<file path="src/rtl/bypass_ctrl_pkg.sv">
// Shared types for the ID-stage bypass controller: result kinds and the
// per-port one-hot select bundle.
package bypass_ctrl_pkg;

    localparam int KIND_W = 2;

    typedef enum logic [KIND_W-1:0] {
        KIND_ALU  = 2'd0,
        KIND_LOAD = 2'd1,
        KIND_EXT  = 2'd2,
        KIND_POP  = 2'd3
    } kind_e;

    typedef struct packed {
        logic ex;
        logic ext_ex;
        logic stack_pop;
        logic dm;
    } byp_sel_t;

    // Select for a hit on the ID_EX producer. A load has no EX-stage result,
    // so it yields no select; the load-use stall covers that case instead.
    function automatic byp_sel_t sel_from_kind(kind_e k);
        byp_sel_t s;
        s = '0;
        case (k)
            KIND_ALU: s.ex        = 1'b1;
            KIND_EXT: s.ext_ex    = 1'b1;
            KIND_POP: s.stack_pop = 1'b1;
            default:  s           = '0;
        endcase
        return s;
    endfunction

endpackage

</file>
<file path="src/rtl/bypass_ctrl_if.sv">
// ID-stage request fields, pipeline controls and the registered bypass
// selects exchanged between the decode stage and the bypass controller.
interface bypass_ctrl_if #(parameter int ADDR_W = 5);
    import bypass_ctrl_pkg::*;

    logic              stall_ID_EX;
    logic              stall_EX_DM;
    logic              flush;
    logic              re0_ID;
    logic              re1_ID;
    logic [ADDR_W-1:0] src0_addr_ID;
    logic [ADDR_W-1:0] src1_addr_ID;
    logic              we_ID;
    logic [ADDR_W-1:0] dst_addr_ID;
    logic [KIND_W-1:0] kind_ID;

    logic byp0_EX, byp0_ext_EX, byp0_stack_pop, byp0_DM;
    logic byp1_EX, byp1_ext_EX, byp1_stack_pop, byp1_DM;
    logic load_use_stall;

    modport master (
        output stall_ID_EX, stall_EX_DM, flush,
        output re0_ID, re1_ID, src0_addr_ID, src1_addr_ID,
        output we_ID, dst_addr_ID, kind_ID,
        input  byp0_EX, byp0_ext_EX, byp0_stack_pop, byp0_DM,
        input  byp1_EX, byp1_ext_EX, byp1_stack_pop, byp1_DM,
        input  load_use_stall
    );

    modport slave (
        input  stall_ID_EX, stall_EX_DM, flush,
        input  re0_ID, re1_ID, src0_addr_ID, src1_addr_ID,
        input  we_ID, dst_addr_ID, kind_ID,
        output byp0_EX, byp0_ext_EX, byp0_stack_pop, byp0_DM,
        output byp1_EX, byp1_ext_EX, byp1_stack_pop, byp1_DM,
        output load_use_stall
    );

endinterface

</file>
<file path="src/rtl/bypass_ctrl_byp_match.sv">
// Per-source-port comparator: matches one ID source against the ID_EX and
// EX_DM producers and forms that port's next one-hot select.
module byp_match
    import bypass_ctrl_pkg::*;
#(
    parameter int ADDR_W = 5
) (
    input  logic              re,
    input  logic [ADDR_W-1:0] src,
    input  logic              we1,
    input  logic [ADDR_W-1:0] dst1,
    input  kind_e             kind1,
    input  logic              we2,
    input  logic [ADDR_W-1:0] dst2,
    output logic              m1,
    output byp_sel_t          sel_nxt
);

    logic src_live;
    logic m2;

    // Younger producer wins; r0 is never forwarded.
    always_comb begin
        src_live = re & (src != '0);
        m1       = src_live & we1 & (dst1 == src);
        m2       = src_live & we2 & (dst2 == src);
        sel_nxt  = '0;
        if (m1) begin
            sel_nxt = sel_from_kind(kind1);
        end else if (m2) begin
            sel_nxt.dm = 1'b1;
        end
    end

endmodule

</file>
<file path="src/rtl/bypass_ctrl.sv">
// ID-stage hazard/forwarding controller. Tracks the ID_EX and EX_DM
// producers, registers per-port bypass selects for EX, and raises a
// one-cycle load-use stall.
// Optional statistics counters are built when BYP_STATS_EN is defined.
module bypass_ctrl
    import bypass_ctrl_pkg::*;
#(
    parameter int ADDR_W = 5
`ifdef BYP_STATS_EN
    ,
    parameter int STAT_W = 32
`endif
) (
    input  logic              clk,
    input  logic              rst,
    bypass_ctrl_if.slave      bus
`ifdef BYP_STATS_EN
    ,
    output logic [STAT_W-1:0] stall_cnt,
    output logic [STAT_W-1:0] byp_cnt
`endif
);

    logic              we1, we2;
    logic [ADDR_W-1:0] dst1;
    logic [ADDR_W-1:0] dst2;
    kind_e             kind1;
    byp_sel_t          sel0_q, sel1_q;
    byp_sel_t          sel0_nxt, sel1_nxt;
    logic              m01, m11;
    logic              bubble_id;

    // EX_DM selects do not depend on the producer kind, so kind2 is not kept.
    byp_match #(.ADDR_W(ADDR_W)) u_match0 (
        .re      (bus.re0_ID),
        .src     (bus.src0_addr_ID),
        .we1     (we1),
        .dst1    (dst1),
        .kind1   (kind1),
        .we2     (we2),
        .dst2    (dst2),
        .m1      (m01),
        .sel_nxt (sel0_nxt)
    );

    byp_match #(.ADDR_W(ADDR_W)) u_match1 (
        .re      (bus.re1_ID),
        .src     (bus.src1_addr_ID),
        .we1     (we1),
        .dst1    (dst1),
        .kind1   (kind1),
        .we2     (we2),
        .dst2    (dst2),
        .m1      (m11),
        .sel_nxt (sel1_nxt)
    );

    assign bus.load_use_stall = (m01 | m11) & (kind1 == KIND_LOAD) & ~bus.flush;
    assign bubble_id          = bus.load_use_stall | bus.flush;

    // ID_EX producer and registered selects: capture, bubble or hold.
    always_ff @(posedge clk) begin
        if (rst) begin
            we1    <= 1'b0;
            dst1   <= '0;
            kind1  <= KIND_ALU;
            sel0_q <= '0;
            sel1_q <= '0;
        end else if (!bus.stall_ID_EX) begin
            if (bubble_id) begin
                we1    <= 1'b0;
                dst1   <= '0;
                kind1  <= KIND_ALU;
                sel0_q <= '0;
                sel1_q <= '0;
            end else begin
                we1    <= bus.we_ID;
                dst1   <= bus.dst_addr_ID;
                kind1  <= kind_e'(bus.kind_ID);
                sel0_q <= sel0_nxt;
                sel1_q <= sel1_nxt;
            end
        end
    end

    // EX_DM producer: advance from ID_EX, or take a bubble if ID_EX is held.
    always_ff @(posedge clk) begin
        if (rst) begin
            we2  <= 1'b0;
            dst2 <= '0;
        end else if (!bus.stall_EX_DM) begin
            we2  <= bus.stall_ID_EX ? 1'b0 : we1;
            dst2 <= dst1;
        end
    end

    assign bus.byp0_EX        = sel0_q.ex;
    assign bus.byp0_ext_EX    = sel0_q.ext_ex;
    assign bus.byp0_stack_pop = sel0_q.stack_pop;
    assign bus.byp0_DM        = sel0_q.dm;
    assign bus.byp1_EX        = sel1_q.ex;
    assign bus.byp1_ext_EX    = sel1_q.ext_ex;
    assign bus.byp1_stack_pop = sel1_q.stack_pop;
    assign bus.byp1_DM        = sel1_q.dm;

`ifdef BYP_STATS_EN
    // Saturating counts of stall cycles and of forwarded ID_EX captures.
    always_ff @(posedge clk) begin
        if (rst) begin
            stall_cnt <= '0;
            byp_cnt   <= '0;
        end else begin
            if (bus.load_use_stall && (stall_cnt != '1)) begin
                stall_cnt <= stall_cnt + 1'b1;
            end
            if (!bus.stall_ID_EX && !bubble_id && ((|sel0_nxt) || (|sel1_nxt))
                && (byp_cnt != '1)) begin
                byp_cnt <= byp_cnt + 1'b1;
            end
        end
    end
`endif

endmodule

</file>
<file path="src/flat_wrapper.sv">
// flat-port wrapper written by rule: the top's interface ports become plain ports
module bypass_ctrl_flat import bypass_ctrl_pkg::*;
#(
    parameter int ADDR_W = 5

)
  (clk, rst, bus_stall_ID_EX, bus_stall_EX_DM, bus_flush, bus_re0_ID, bus_re1_ID, bus_src0_addr_ID, bus_src1_addr_ID, bus_we_ID, bus_dst_addr_ID, bus_kind_ID, bus_byp0_EX, bus_byp0_ext_EX, bus_byp0_stack_pop, bus_byp0_DM, bus_byp1_EX, bus_byp1_ext_EX, bus_byp1_stack_pop, bus_byp1_DM, bus_load_use_stall);
  bypass_ctrl_if #(.ADDR_W(ADDR_W)) bus_i ();
  input  logic clk;
  input  logic rst;
  input wire logic [$bits(bus_i.stall_ID_EX)-1:0] bus_stall_ID_EX;
  input wire logic [$bits(bus_i.stall_EX_DM)-1:0] bus_stall_EX_DM;
  input wire logic [$bits(bus_i.flush)-1:0] bus_flush;
  input wire logic [$bits(bus_i.re0_ID)-1:0] bus_re0_ID;
  input wire logic [$bits(bus_i.re1_ID)-1:0] bus_re1_ID;
  input wire logic [$bits(bus_i.src0_addr_ID)-1:0] bus_src0_addr_ID;
  input wire logic [$bits(bus_i.src1_addr_ID)-1:0] bus_src1_addr_ID;
  input wire logic [$bits(bus_i.we_ID)-1:0] bus_we_ID;
  input wire logic [$bits(bus_i.dst_addr_ID)-1:0] bus_dst_addr_ID;
  input wire logic [$bits(bus_i.kind_ID)-1:0] bus_kind_ID;
  output wire logic [$bits(bus_i.byp0_EX)-1:0] bus_byp0_EX;
  output wire logic [$bits(bus_i.byp0_ext_EX)-1:0] bus_byp0_ext_EX;
  output wire logic [$bits(bus_i.byp0_stack_pop)-1:0] bus_byp0_stack_pop;
  output wire logic [$bits(bus_i.byp0_DM)-1:0] bus_byp0_DM;
  output wire logic [$bits(bus_i.byp1_EX)-1:0] bus_byp1_EX;
  output wire logic [$bits(bus_i.byp1_ext_EX)-1:0] bus_byp1_ext_EX;
  output wire logic [$bits(bus_i.byp1_stack_pop)-1:0] bus_byp1_stack_pop;
  output wire logic [$bits(bus_i.byp1_DM)-1:0] bus_byp1_DM;
  output wire logic [$bits(bus_i.load_use_stall)-1:0] bus_load_use_stall;
  assign bus_i.stall_ID_EX = bus_stall_ID_EX;
  assign bus_i.stall_EX_DM = bus_stall_EX_DM;
  assign bus_i.flush = bus_flush;
  assign bus_i.re0_ID = bus_re0_ID;
  assign bus_i.re1_ID = bus_re1_ID;
  assign bus_i.src0_addr_ID = bus_src0_addr_ID;
  assign bus_i.src1_addr_ID = bus_src1_addr_ID;
  assign bus_i.we_ID = bus_we_ID;
  assign bus_i.dst_addr_ID = bus_dst_addr_ID;
  assign bus_i.kind_ID = bus_kind_ID;
  assign bus_byp0_EX = bus_i.byp0_EX;
  assign bus_byp0_ext_EX = bus_i.byp0_ext_EX;
  assign bus_byp0_stack_pop = bus_i.byp0_stack_pop;
  assign bus_byp0_DM = bus_i.byp0_DM;
  assign bus_byp1_EX = bus_i.byp1_EX;
  assign bus_byp1_ext_EX = bus_i.byp1_ext_EX;
  assign bus_byp1_stack_pop = bus_i.byp1_stack_pop;
  assign bus_byp1_DM = bus_i.byp1_DM;
  assign bus_load_use_stall = bus_i.load_use_stall;
  bypass_ctrl #(.ADDR_W(ADDR_W)) u_core (.clk(clk), .rst(rst), .bus(bus_i));
endmodule
</file>
<file path="config.mk">
export PLATFORM = sky130hd
export DESIGN_NAME = bypass_ctrl_flat
export DESIGN_NICKNAME = d
export VERILOG_FILES = /design/src/rtl/bypass_ctrl_pkg.sv /design/src/rtl/bypass_ctrl_if.sv /design/src/rtl/bypass_ctrl_byp_match.sv /design/src/rtl/bypass_ctrl.sv /design/src/flat_wrapper.sv
export SDC_FILE = /design/constraint.sdc
export NUM_CORES = 1
export LEC_CHECK = 0
export BUFFER_PORTS_ARGS = -buffer_cell sky130_fd_sc_hd__buf_2
export CORE_UTILIZATION = 45
export DETAILED_ROUTE_END_ITERATION = 10
export GPL_TIMING_DRIVEN = 0
export PLACE_DENSITY = 0.71
export RECOVER_POWER = 50
export SETUP_SLACK_MARGIN = 0.5
export SKIP_CTS_REPAIR_TIMING = 1
export SLEW_MARGIN = 20
export SYNTH_ARGS = -nofsm -noshare
export SYNTH_HDL_FRONTEND = slang
export SYNTH_SLANG_ARGS = --single-unit
</file>
<file path="constraint.sdc">
create_clock -name clk -period 1.75 [get_ports clk]
set_clock_uncertainty 0.05 [all_clocks]
set_input_delay 0.175 -clock clk [delete_from_list [all_inputs] [get_ports clk]]
set_output_delay 0.175 -clock clk [all_outputs]
set_load 0.1 [all_outputs]
</file>
======== Word-level counts from Yosys, hierarchy flattened ========
Cells that the tools add are included.
storage, ports and cells
  flip-flop bits (word level) ............. 22
  bits of input ports ..................... 25
  logic and storage cells ................. 53
operators by class
  reductions and logical operators ........ 3
  bitwise operators ....................... 15
  multiplexer cells ....................... 15
  equality and inequality tests ........... 7
operators by type and width
  cell                                                  number
  equality test 5 bit                                   4
  AND 1 bit                                             12
  nonzero test 5 bit                                    2
  2-to-1 mux 1 bit                                      9
  2-to-1 mux 4 bit                                      2
  2-to-1 mux 3 bit                                      2
  2-to-1 mux 5 bit                                      1
  equality test 2 bit (second input constant)           2
  equality test 2 x 1 -> 1 bit (second input constant)  1
  zero test 2 bit                                       1
  2-to-1 mux 2 bit                                      1
  bitwise OR 1 bit                                      2
  NOT 1 bit                                             1

======== Depth between registers and ports, before layout ========
  depth in word-level cells ............... 9
  gate-level depth with buffers ........... 5

======== Hierarchy ========
From an unflattened synthesis, not the netlist that was laid out.
unflattened totals
  cell total of the unflattened synthesis .. 138
  area, all modules ....................... 1283.7 µm²
by module, submodules not included
  module       area each (µm²)  instances  seq. area each (µm²)  cells an instance
  bypass_ctrl  925.9            1          440.4                 96
  byp_match    178.9            2          0.0                   21

======== Worst setup path after synthesis ========
Ideal clock, no wire load.
  kind .................................... register to output
  start point ............................. reg u_core.dst1[2]
  end point ............................... out bus_load_use_stall
  arrival time ............................ 3.281 ns
  stages on the path, launching flop included .. 6
  path slack .............................. -1.756 ns
  cell sequence ........................... dfxtp_1 xnor2_1 nand4_1 nor4b_2 nor2_1 nor3_1
between the ends
  word-level cells in the longest chain between the ends .. 5
ends and longest elaborated chain
  element                     RTL line                     RTL
  start: declaration          bypass_ctrl.sv:25            logic [ADDR_W-1:0] dst1;
  start signal: assignment    bypass_ctrl.sv:78            dst1 <= bus.dst_addr_ID;
  equality test 5 bit         bypass_ctrl_byp_match.sv:25  m1 = src_live & we1 & (dst1 == src);
  AND 1 bit                   bypass_ctrl_byp_match.sv:25
  bitwise OR 1 bit (*)        bypass_ctrl.sv:58            assign bus.load_use_stall = (m01 | m11) & (kind1 == KIND_LOAD) & ~bus.flush;
  AND 1 bit (*) (2 in a row)  bypass_ctrl.sv:58
  end: declaration            flat_wrapper.sv:29           output wire logic [$bits(bus_i.load_use_stall)-1:0] bus_load_use_stall;
Mark *: on every way between the ends. The rest lies on a longest branch, timed or not.

======== Worst setup path in the final report ========
Same ends and word-level chain as after synthesis.

==> metrics.csv <==
metric,value,unit
Tightest Pin Transition,0.6614,ns
"worst slack, placed",-0.4212,ns
Critical Path Fanout Max,4,
Synth top area share,38.47,%
RSZ-0062 raised after global routing,true,
met3 Resource Use GR,4.638,%
"most common cell after layout, fill and taps aside",buf_2,
WS Path Type,reg2out,
GRT busiest layer,met2,
DR vias/cell,5.521,
Max rail drop VDD,488.2,µV
WP buf/inv,1,
FP Rows,17,
routability cong.,0.8705,
Synth Flop Type,dfxtp_1,
Async SR Flop Fraction,0,%
Worst setup SP type,flip-flop,
grt met2 use,34.81,%
Final ANT Viol Nets,0,
Crit-path slowest cell,nor4b_4,
final setup violation count,9,
sequential share of the synthesized area,38.47,%
post-route clock period utilization,126.1,%
Comb pwr share,16.3,%
CTS tree,built,
Antenna diodes,0,
met1 Use GR,27.34,%
gr usage total,21.20,%
Post-Route WL,2943,µm
final hold violations,1,
Crit path max-delay family,simple AND/OR/NAND/NOR gates,
Synth Instances,118,
WP data arrival,1.98,ns
leakage power,0.6082,nW
Min-Delay Path Class,in2reg,
initial detailed-routing violation count,19,
"CTS clk-pin slew, worst paths",0.13,ns
synth top area cells,"dfxtp_1 38%, xnor2_1 15%, a22o_1 7.7%, mux2i_1 4.4%, nand2_1 3.9%",
PwrDens,716.5,mW/mm²
Psw,0.0002816,W
Fill cells,167,
"Cell Chain, Critical Path",xnor2_2 > nand4_1 > nor4b_4 > nor2_2 > nor3_4 > buf_12,
DP Wirelength,2055,µm
GR Overflow Total,0,
PortBufs,32,
Die Height,52.44,µm
DRT Pass-1 Iters,4,
failing checks,"hold timing, setup timing",
Slew headroom,55.50,%
TritonCTS Buffers,3,
CP required,1.52,ns
Worst-Skew Late Latency,0.32,ns
mapped cell area,0.001145,mm²
nets@finish,186,
clk sinks,22,
most frequent cells in the layout,"23 x buf_2, 15 x xnor2_1, 15 x dfxtp_1, 10 x a22o_1",
synth warn,0,
Clk pwr share,35.1,%
internal power,0.0008417,W
Cell variety after synth,27,
DR WL/cell,15.65,µm
Yosys reg bits,22,
"Design Area, Final",0.001568,mm²
area delta synth->final,36.94,%
io pins,34,
leading area contributor after synthesis,dfxtp_1,
drc violations,0,
Mapped Nets,143,
die area,0.002750,mm²
Period minus WS final,2.206,ns
Final Max Tran Viols,0,
initial antenna violation count,0,
first-pass GRT wire length,4188,µm
vias in the first global route,922,
Core ar.,0.002297,mm²
dpl cell area,0.001383,mm²
Max stage delay on crit path,0.44,ns
Worst Setup End Kind,output port,
share of cells above drive strength 1,43.13,%
worst setup margin,-0.4564,ns
Mapped Avg Cell Area,9.702,µm²
Max-Cap Viols,0,
H-Tree Depth,1,
status,"complete, but fails checks",
via count,1038,
die width,52.44,µm
Post-synth EDFFs,0,
Reg power frac,48.6,%
clk buf depth,2,
Initial Utilization,49.84,%
FMAX,453.2,MHz
Net Sw Frac,25.07,%
hold_ws,-0.001464,ns
pin count of the biggest net entering global routing,14,
root buf cell,clkbuf_4,
-- power groups by stage --
| stage | combinational (W) | sequential (W) | clock, W |
|---|---|---|---|
| after floorplan | 0.000112 | 0.000549 | 0 |
| after detailed placement | 0.000170 | 0.000556 | 0 |
| final | 0.000184 | 0.000545 | 0.000394 |
| after CTS | 0.000171 | 0.000545 | 0.000390 |
| after global routing | 0.000197 | 0.000549 | 0.000418 |
| after global placement | 0.000163 | 0.000555 | 0 |
-- cells by family (layout without fill, tap and decap cells) --
| kind of cell | after synthesis | after routing | share of synthesized area [%] |
|---|---|---|---|
| simple gates | 47 | 47 | 26.45 |
| compound gates | 20 | 20 | 14.10 |
| xor+xnor | 20 | 20 | 15.30 |
| flops | 22 | 22 | 38.47 |
| mux | 5 | 5 | 4.372 |
| buf+inv | 4 | 46 | 1.311 |
-- state kept, by name, summed over array words and instances, names as in the netlist --
register                   count
u_core.kind1                   2
u_core.we2                     1
u_core.bus.byp1_DM             1
u_core.bus.byp1_ext_EX         1
u_core.bus.byp1_stack_pop      1
u_core.bus.byp1_EX             1
u_core.bus.byp0_DM             1
u_core.dst2                    5
u_core.dst1                    5
u_core.we1                     1
u_core.bus.byp0_stack_pop      1
u_core.bus.byp0_ext_EX         1
u_core.bus.byp0_EX             1
-- layout make-up --
cell class	count	area, µm²	area share (%)
clock inverter	1	30.03	1.915
clock buffer	3	22.52	1.437
tap	28	35.03	2.235
timing repair buffer	38	244.0	15.56
buffer	4	15.01	0.9577
sequential	22	456.7	29.13
multi-input combinational	92	764.5	48.76
-- worst paths after layout --
path | startpoint | to | slack, ns | cells after the start
worst max-delay path | u_core.dst1[2] | bus_load_use_stall | -0.46 | 6
worst max register to register | u_core.dst1[3] | u_core.dst1[2] | -0.12 | 7
worst min register to register | u_core.bus.byp0_stack_pop | u_core.bus.byp0_stack_pop | 0.43 | 2
worst min-delay path | bus_kind_ID[0] | u_core.kind1[0] | -0.001 | 2
-- cells in the mapped netlist, types with 2 or more instances --
master,instances
nor4_1,5
a22oi_1,3
mux2i_1,5
a21oi_1,4
nand4_1,3
nor2_1,10
o21ai_0,2
xnor2_1,20
dfxtp_1,22
clkbuf_1,3
or4_4,2
nor3_1,4
nand2_1,12
a22o_1,10
-- through the flow --
| step | TNS (ns) | hold slack (ns) | utilization [%] | instances | total power [W] |
|---|---|---|---|---|---|
| after floorplan | -0.4458 | 0.1941 | - | 118 | 0.0006603 |
| after global placement | -0.6244 | 0.3316 | 60.19 | 178 | 0.0007181 |
| after detailed placement | -1.075 | 0.3327 | 60.19 | 178 | 0.0007260 |
| after CTS | -0.7996 | 0.005291 | 62.47 | 182 | 0.001106 |
| after global routing | -2.373 | -0.0008331 | 68.25 | 188 | 0.001164 |
| final | -1.349 | -0.001464 | 68.25 | 188 | 0.001123 |
-- layer usage --
layer  vias up  part of all wire [%]
met5         -                     0
met2        28                    51
li1        514                     -
met3         2                   4.4
met4         0                  0.58
met1       494                    44
No activity file was read; power rests on OpenSTA's default activity.
